`config.mk`:
```
export PLATFORM = sky130hd
export DESIGN_NAME = intctl_flat
export DESIGN_NICKNAME = d
export VERILOG_FILES = /design/src/rtl/intctl_if.sv /design/src/rtl/intctl.sv /design/src/flat_wrapper.sv
export SDC_FILE = /design/constraint.sdc
export NUM_CORES = 1
export LEC_CHECK = 0
export ABC_AREA = 0
export CORE_MARGIN = 2
export CORE_UTILIZATION = 45
export CTS_BUF_LIST = sky130_fd_sc_hd__clkbuf_16
export DETAILED_ROUTE_END_ITERATION = 8
export PLACE_DENSITY = 0.85
export SLEW_MARGIN = 15
export SYNTH_ARGS = -nofsm -noshare
export SYNTH_HDL_FRONTEND = slang
export SYNTH_SLANG_ARGS = --single-unit
```
`constraint.sdc`:
```
create_clock -name clk_i -period 2.85 [get_ports clk_i]
set_input_delay 0.285 -clock clk_i [delete_from_list [all_inputs] [get_ports clk_i]]
set_output_delay 0.285 -clock clk_i [all_outputs]
set_load 0.02 [all_outputs]
```
`src/rtl/intctl_if.sv`:
```
// 32-bit Wishbone register-port bundle shared by intctl and its bus master.
interface if_wb;
    logic [31:0] adr;
    logic [31:0] dat_i;
    logic [31:0] dat_o;
    logic        we;
    logic [3:0]  sel;
    logic        cyc;
    logic        stb;
    logic        ack;

    modport slave  (input adr, dat_i, we, sel, cyc, stb, output dat_o, ack);
    modport master (output adr, dat_i, we, sel, cyc, stb, input dat_o, ack);
endinterface

```
`src/rtl/intctl.sv`:
```
// Parametrised interrupt controller: latches, masks and prioritises NSRC sources into a
// CPU exception code. Define INTCTL_SYNC_EN to add a 2-flop synchroniser on irq_in.
module intctl #(
    parameter int          NSRC         = 8,
    parameter int          EXC_W        = 4,
    parameter logic [31:0] RESET_ENABLE = 32'h0
) (
    input  logic             clk_i,
    input  logic             rst_ni,
    if_wb.slave              bus,
    input  logic [NSRC-1:0]  irq_in,
    input  logic             enabled,
    output logic [EXC_W-1:0] cpu_exception,
    output logic             irq_any
);
    typedef enum logic [2:0] {
        REG_PENDING  = 3'd0,
        REG_ENABLE   = 3'd1,
        REG_MODE     = 3'd2,
        REG_POLARITY = 3'd3,
        REG_CURRENT  = 3'd4,
        REG_SWSET    = 3'd5
    } reg_addr_e;

    logic [NSRC-1:0]  pending, enable, mode, polarity, history;
    logic [NSRC-1:0]  irq_s, src, rise, active;
    logic [NSRC-1:0]  wmask, wdata, clear, swset;
    logic [NSRC-1:0]  pending_nxt, enable_nxt, mode_nxt, polarity_nxt;
    logic [31:0]      byte_mask, rdata;
    logic [EXC_W-1:0] code;
    logic [2:0]       addr;
    logic             access, wr;
    logic             unused_ok;

`ifdef INTCTL_SYNC_EN
    logic [NSRC-1:0] sync_q1, sync_q2;

    always_ff @(posedge clk_i or negedge rst_ni) begin
        if (!rst_ni) begin
            sync_q1 <= '0;
            sync_q2 <= '0;
        end else begin
            sync_q1 <= irq_in;
            sync_q2 <= sync_q1;
        end
    end
    assign irq_s = sync_q2;
`else
    assign irq_s = irq_in;
`endif

    // An access is accepted only while ack is low, which forces the one-cycle gap.
    assign access    = bus.cyc & bus.stb & ~bus.ack;
    assign wr        = access & bus.we;
    assign addr      = bus.adr[4:2];
    assign byte_mask = {{8{bus.sel[3]}}, {8{bus.sel[2]}}, {8{bus.sel[1]}}, {8{bus.sel[0]}}};
    assign wmask     = byte_mask[NSRC-1:0];
    assign wdata     = bus.dat_i[NSRC-1:0] & wmask;
    assign unused_ok = ^{bus.adr[31:5], bus.adr[1:0], bus.dat_i, byte_mask};

    assign src    = irq_s ^ polarity;
    assign rise   = src & ~history;
    assign active = pending & enable;

    // NOTE: every combinational output gets a default first so no path can infer a latch.
    always_comb begin
        enable_nxt   = enable;
        mode_nxt     = mode;
        polarity_nxt = polarity;
        clear        = '0;
        swset        = '0;
        if (wr) begin
            case (addr)
                REG_PENDING:  clear        = wdata;
                REG_ENABLE:   enable_nxt   = (enable & ~wmask) | wdata;
                REG_MODE:     mode_nxt     = (mode & ~wmask) | wdata;
                REG_POLARITY: polarity_nxt = (polarity & ~wmask) | wdata;
                REG_SWSET:    swset        = wdata;
                default:      ;
            endcase
        end
        // Edge bits: set (edge or SWSET) beats W1C; level bits just follow the source.
        pending_nxt = (mode & ((pending & ~clear) | rise | swset)) | (~mode & src);
    end

    always_comb begin
        code = '0;
        for (int k = NSRC - 1; k >= 0; k--) begin
            if (active[k]) code = EXC_W'(k + 1);
        end
    end

    always_comb begin
        rdata = '0;
        case (addr)
            REG_PENDING:  rdata = 32'(pending);
            REG_ENABLE:   rdata = 32'(enable);
            REG_MODE:     rdata = 32'(mode);
            REG_POLARITY: rdata = 32'(polarity);
            REG_CURRENT:  rdata = 32'(code);
            default:      rdata = '0;
        endcase
    end

    // NOTE: state is updated with non-blocking assignments so all flops sample the same edge.
    always_ff @(posedge clk_i or negedge rst_ni) begin
        if (!rst_ni) begin
            pending       <= '0;
            enable        <= RESET_ENABLE[NSRC-1:0];
            mode          <= '0;
            polarity      <= '0;
            history       <= '0;
            bus.ack       <= 1'b0;
            bus.dat_o     <= '0;
            cpu_exception <= '0;
            irq_any       <= 1'b0;
        end else begin
            pending       <= pending_nxt;
            enable        <= enable_nxt;
            mode          <= mode_nxt;
            polarity      <= polarity_nxt;
            // History uses the new polarity so a reconfiguration write never looks like an edge.
            history       <= irq_s ^ polarity_nxt;
            bus.ack       <= access;
            bus.dat_o     <= (access && !bus.we) ? rdata : '0;
            cpu_exception <= enabled ? code : '0;
            irq_any       <= |active;
        end
    end
endmodule

```
`src/flat_wrapper.sv`:
```
// flat-port wrapper written by rule: the top's interface ports become plain ports
module intctl_flat 
#(
    parameter int          NSRC         = 8,
    parameter int          EXC_W        = 4,
    parameter logic [31:0] RESET_ENABLE = 32'h0
)
  (clk_i, rst_ni, irq_in, enabled, cpu_exception, irq_any, bus_adr, bus_dat_i, bus_we, bus_sel, bus_cyc, bus_stb, bus_dat_o, bus_ack);
  if_wb bus_i ();
  input  logic clk_i;
  input  logic rst_ni;
  input  logic [NSRC-1:0] irq_in;
  input  logic enabled;
  output logic [EXC_W-1:0] cpu_exception;
  output logic irq_any;
  input wire logic [$bits(bus_i.adr)-1:0] bus_adr;
  input wire logic [$bits(bus_i.dat_i)-1:0] bus_dat_i;
  input wire logic [$bits(bus_i.we)-1:0] bus_we;
  input wire logic [$bits(bus_i.sel)-1:0] bus_sel;
  input wire logic [$bits(bus_i.cyc)-1:0] bus_cyc;
  input wire logic [$bits(bus_i.stb)-1:0] bus_stb;
  output wire logic [$bits(bus_i.dat_o)-1:0] bus_dat_o;
  output wire logic [$bits(bus_i.ack)-1:0] bus_ack;
  assign bus_i.adr = bus_adr;
  assign bus_i.dat_i = bus_dat_i;
  assign bus_i.we = bus_we;
  assign bus_i.sel = bus_sel;
  assign bus_i.cyc = bus_cyc;
  assign bus_i.stb = bus_stb;
  assign bus_dat_o = bus_i.dat_o;
  assign bus_ack = bus_i.ack;
  intctl #(.NSRC(NSRC), .EXC_W(EXC_W), .RESET_ENABLE(RESET_ENABLE)) u_core (.clk_i(clk_i), .rst_ni(rst_ni), .bus(bus_i), .irq_in(irq_in), .enabled(enabled), .cpu_exception(cpu_exception), .irq_any(irq_any));
endmodule
```
After elaboration in Yosys (flattened, before gate mapping)

Cells that the tools add are included.

Output and inout port bits: 38
Logic and storage cells: 62
Register bits: 78

Bitwise gates (word level): 25
Equality and inequality tests: 5
Reduce and logical (&&, ||, !) cells: 6
Muxes and demuxes: 17

Operator list:

| kind                                           | count |
|---|---|
| AND 8 bit                                      | 9 |
| 2-to-1 mux 8 bit                               | 7 |
| bitwise OR 8 bit                               | 6 |
| one-hot mux 8 bit (5 select lines)             | 1 |
| 2-to-1 mux 4 bit                               | 9 |
| inverter 8 bit                                 | 4 |
| XOR 8 bit                                      | 2 |
| OR reduction 8 bit                             | 1 |
| == test 3 x 2 -> 1 bit (second input constant) | 2 |
| == test 3 bit (second input constant)          | 2 |
| AND reduction 2 bit                            | 2 |
| AND 1 bit                                      | 3 |
| == test 3 x 1 -> 1 bit (second input constant) | 1 |
| zero test 3 bit                                | 1 |
| logical AND 1 bit                              | 1 |
| zero test 1 bit                                | 1 |
| inverter 1 bit                                 | 1 |

Longest topological paths before layout

Word-level depth: 11
Depth in mapped cells: 5

Worst setup path before layout

OpenSTA, ideal clock, no wires.

Path kind: register to register
Start point: register u_core.bus.ack
End point: register with a tool-made name
Data required time: 2,725 ps
Path slack: 1,001 ps
Buffers on the path: 0
Stages on the path, launching flop included: 5
Library setup time: 125 ps
Arrival time: 1,724 ps
Period minus slack after synthesis: 1,849 ps
Path through: dfrtp_1 > nand3b_4 > nor3_4 > nor3b_4 > mux2_2

RTL lines:

| item                   | RTL line        | RTL |
|---|---|---|
| start, declared        | intctl_if.sv:12 | `modport slave (input adr, dat_i, we, sel, cyc, stb, output dat_o, ack);` |
| start signal, assigned | intctl.sv:124   | `bus.ack <= access;` |

Worst setup path after layout

Start point: input bus_stb
End point: register u_core.history[3]

Word-level cells in the longest chain between the ends: 5

RTL lines:

| item                       | RTL line           | RTL |
|---|---|---|
| start, declared            | flat_wrapper.sv:21 | `input wire logic [$bits(bus_i.stb)-1:0] bus_stb;` |
| AND 1 bit (2 in a row)     | intctl.sv:53       | `assign access = bus.cyc & bus.stb & ~bus.ack;` |
| AND 1 bit                  | intctl.sv:54       | `assign wr = access & bus.we;` |
| 2-to-1 mux 8 bit           | intctl.sv:72       | `if (wr) begin` |
| via u_core.polarity_nxt[3] | intctl.sv:28       | `logic [NSRC-1:0] pending_nxt, enable_nxt, mode_nxt, polarity_nxt;` |
| XOR 8 bit                  | intctl.sv:123      | `history <= irq_s ^ polarity_nxt;` |
| end signal, assigned       | intctl.sv:123      |  |
| end, declared              | intctl.sv:25       | `logic [NSRC-1:0] pending, enable, mode, polarity, history;` |

The timed path passes the listed nets, and every way through them passes these cells.
A chain may end at the register's enable or synchronous reset.

==> flow_summary.ini <==
[run_status]
outcome = finished clean

[clocking]
cts_htree_levels = 2
cts_tree = done
numCtsBuffers = 5
clock_path_buffers = 2
cts.sinks = 54
worstSkewPairLatency_ps = 290
clk_pin_slew_ps = 60
ctsResizeCount = 0
ctsHoldBuffers = 0
post_cts_buffers = 0
cts.root.buffer_cell = clkbuf_16

[synthesis]
ys_seq_area_share_pct = 49.5
async_flop_share_pct = 100
synthCells = 225
synth_top_area_share_pct = 49.5
syn_area_per_cell_um2 = 12.1
ys.flop_type = dfrtp_1
synth_commonest_cells = dfrtp_1 (54), nand2_1 (25), buf_4 (24), mux2_2 (24), a31oi_1 (9)
yosys-top-cells-area = dfrtp_1 (49%), mux2_2 (9.9%), buf_4 (6.6%), mux4_2 (6.6%), nand2_1 (3.4%)
synth_edf_count = 0
yosys.cell_types.count = 39
syn_area_mm2 = 0.00273
yosysTopAreaCell = dfrtp_1
yosysWarningCount = 0
ys_ff_latch = 54
yosysMostFrequentCell = dfrtp_1

[timing]
slew_violations = 0
layout_setup_ws_ps = 815
rsz0062_at_grt = no
maxSlewHeadroom_pct = 42.7
setup_violations = 0
setup_tns_ps = 0
skew_ps = 3.69
finalCritPeriodShare_pct = 71.4
fin_hold_ws_ps = 109
fin_crit_ps = 2030
max_freq_ghz = 0.492
finalHoldViolations = 0
tightest_slew_ps = 859

[placement]
dp_hpwl_mm = 4.01
io_buffers = 39
place_area_mm2 = 0.00312
placed_cells = 340
gp_congestion = 0.856
place_ws_ps = 533

[grt]
track_usage_pct = 18.0
grt_pass1_vias = 1885
grt_pass1_wl_mm = 9.11
grt_max_degree = 41
antenna_found_initial = 0
grt-ovfl-total = 0

[floorplanning]
dieArea_mm2 = 0.00671
core_mm2 = 0.00589
start_util_pct = 46.4
chipWidth_um = 81.9
std_cell_rows = 28
die_y_um = 81.9
boundaryPins = 120

[cells_and_area]
drive_above_1_share_pct = 19.8
fill_cells = 477
n_antenna_cell = 0
postLayoutCoreUtil_pct = 55.7
area_growth_pct = 20.2
stdcell_area_mm2 = 0.00328
fin_nets = 354
final_cells = 348

[pwr]
totalPowerFinal_mw = 2.01
vdd_ir_drop_max_mv = 0.333
power_density_mw_per_mm2 = 612
p_leak_nw = 1.46

[route]
drc_errors = 0
vias = 1923
drtIter0Drc = 229
drtAntennaViolNets = 0
wl_per_cell_um = 16.4
vias_per_cell = 5.53
first_pass_iters = 4
drt-total-wl_mm = 5.72

[setup_path]
worstPathRequired_ps = 3020
startpoint_type = input port
cp-end-kind = flop
cp_max_fo = 5
criticalPathCategory = in -> reg
arrival_ps = 2210

[min_path]
min_path_type = in -> async

[flow_run]
max-cap-violations = 0
==> power breakdown <==
part / internal, mW / total [mW] / switching, mW / leakage (nW)
sequential: 0.866 / 0.954 / 0.0883 / 0.698
clock: 0.408 / 0.667 / 0.259 / 0.0864
combinational: 0.197 / 0.388 / 0.191 / 0.673
==> per-layer routing <==
metal / global-route usage (%) / wire length [um]
met1: 22.6 / 2290
met2: 29.4 / 2870
met3: 4.51 / 428
met4: 7.83 / 126
met5: 0 / 0
==> cells in the final DEF (no fill, tap or decap), drive strengths merged, types with 2 or more instances in the layout <==
master          n
nor2b           4
nand3           4
and3            2
nor4            2
a21oi           8
a31oi           9
a22oi           2
o21ai           8
conb           24
a311o           8
mux4            8
nand2          25
nor2            6
xor2            8
clkbuf          5
dfrtp          54
inv             8
clkdlybuf4s50  38
o22ai           3
buf             9
mux2           24
==> worst paths after layout <==
path                                    from                end  slack (ps)  depth (start not counted)
setup / recovery                     bus_stb  u_core.history[3]         820                          6
hold / removal                        rst_ni     u_core.irq_any         110                          1
setup reg to reg              u_core.bus.ack  u_core.history[3]         890                          5
hold reg to reg            u_core.pending[7]     u_core.irq_any         530                          2
max in group asynchronous             rst_ni  u_core.history[5]        2080                          2
min in group clk_i         u_core.pending[7]     u_core.irq_any         530                          2
==> final cells by class <==
class / count / area (um2) / share of cell area, %
repair buffers: 47 / 445 / 13.6
clock inverters: 3 / 37.5 / 1.14
well taps: 75 / 93.8 / 2.86
inverters: 6 / 22.5 / 0.686
multi-input cells: 158 / 1200 / 36.7
flip-flops and latches: 54 / 1350 / 41.2
clock buffers: 5 / 125 / 3.81
==> critical path: stages <==
cell	delay, ps
clkdlybuf4s50_1	530
nand3b_4	140
nor4_4	500
buf_4	260
mux2_2	360
xor2_1	140
==> cell families after synthesis <==
family | after synthesis | synth area share [%]
AO/OA/AOI/OAI | 42 | 10.5
XOR/XNOR | 9 | 2.89
buffers and inverters | 36 | 9.53
flip-flops | 54 | 49.5
multiplexers | 32 | 16.5
other | 1 | 0.137
AND/OR/NAND/NOR | 51 | 11.0
No activity file was read; power rests on OpenSTA's default activity.
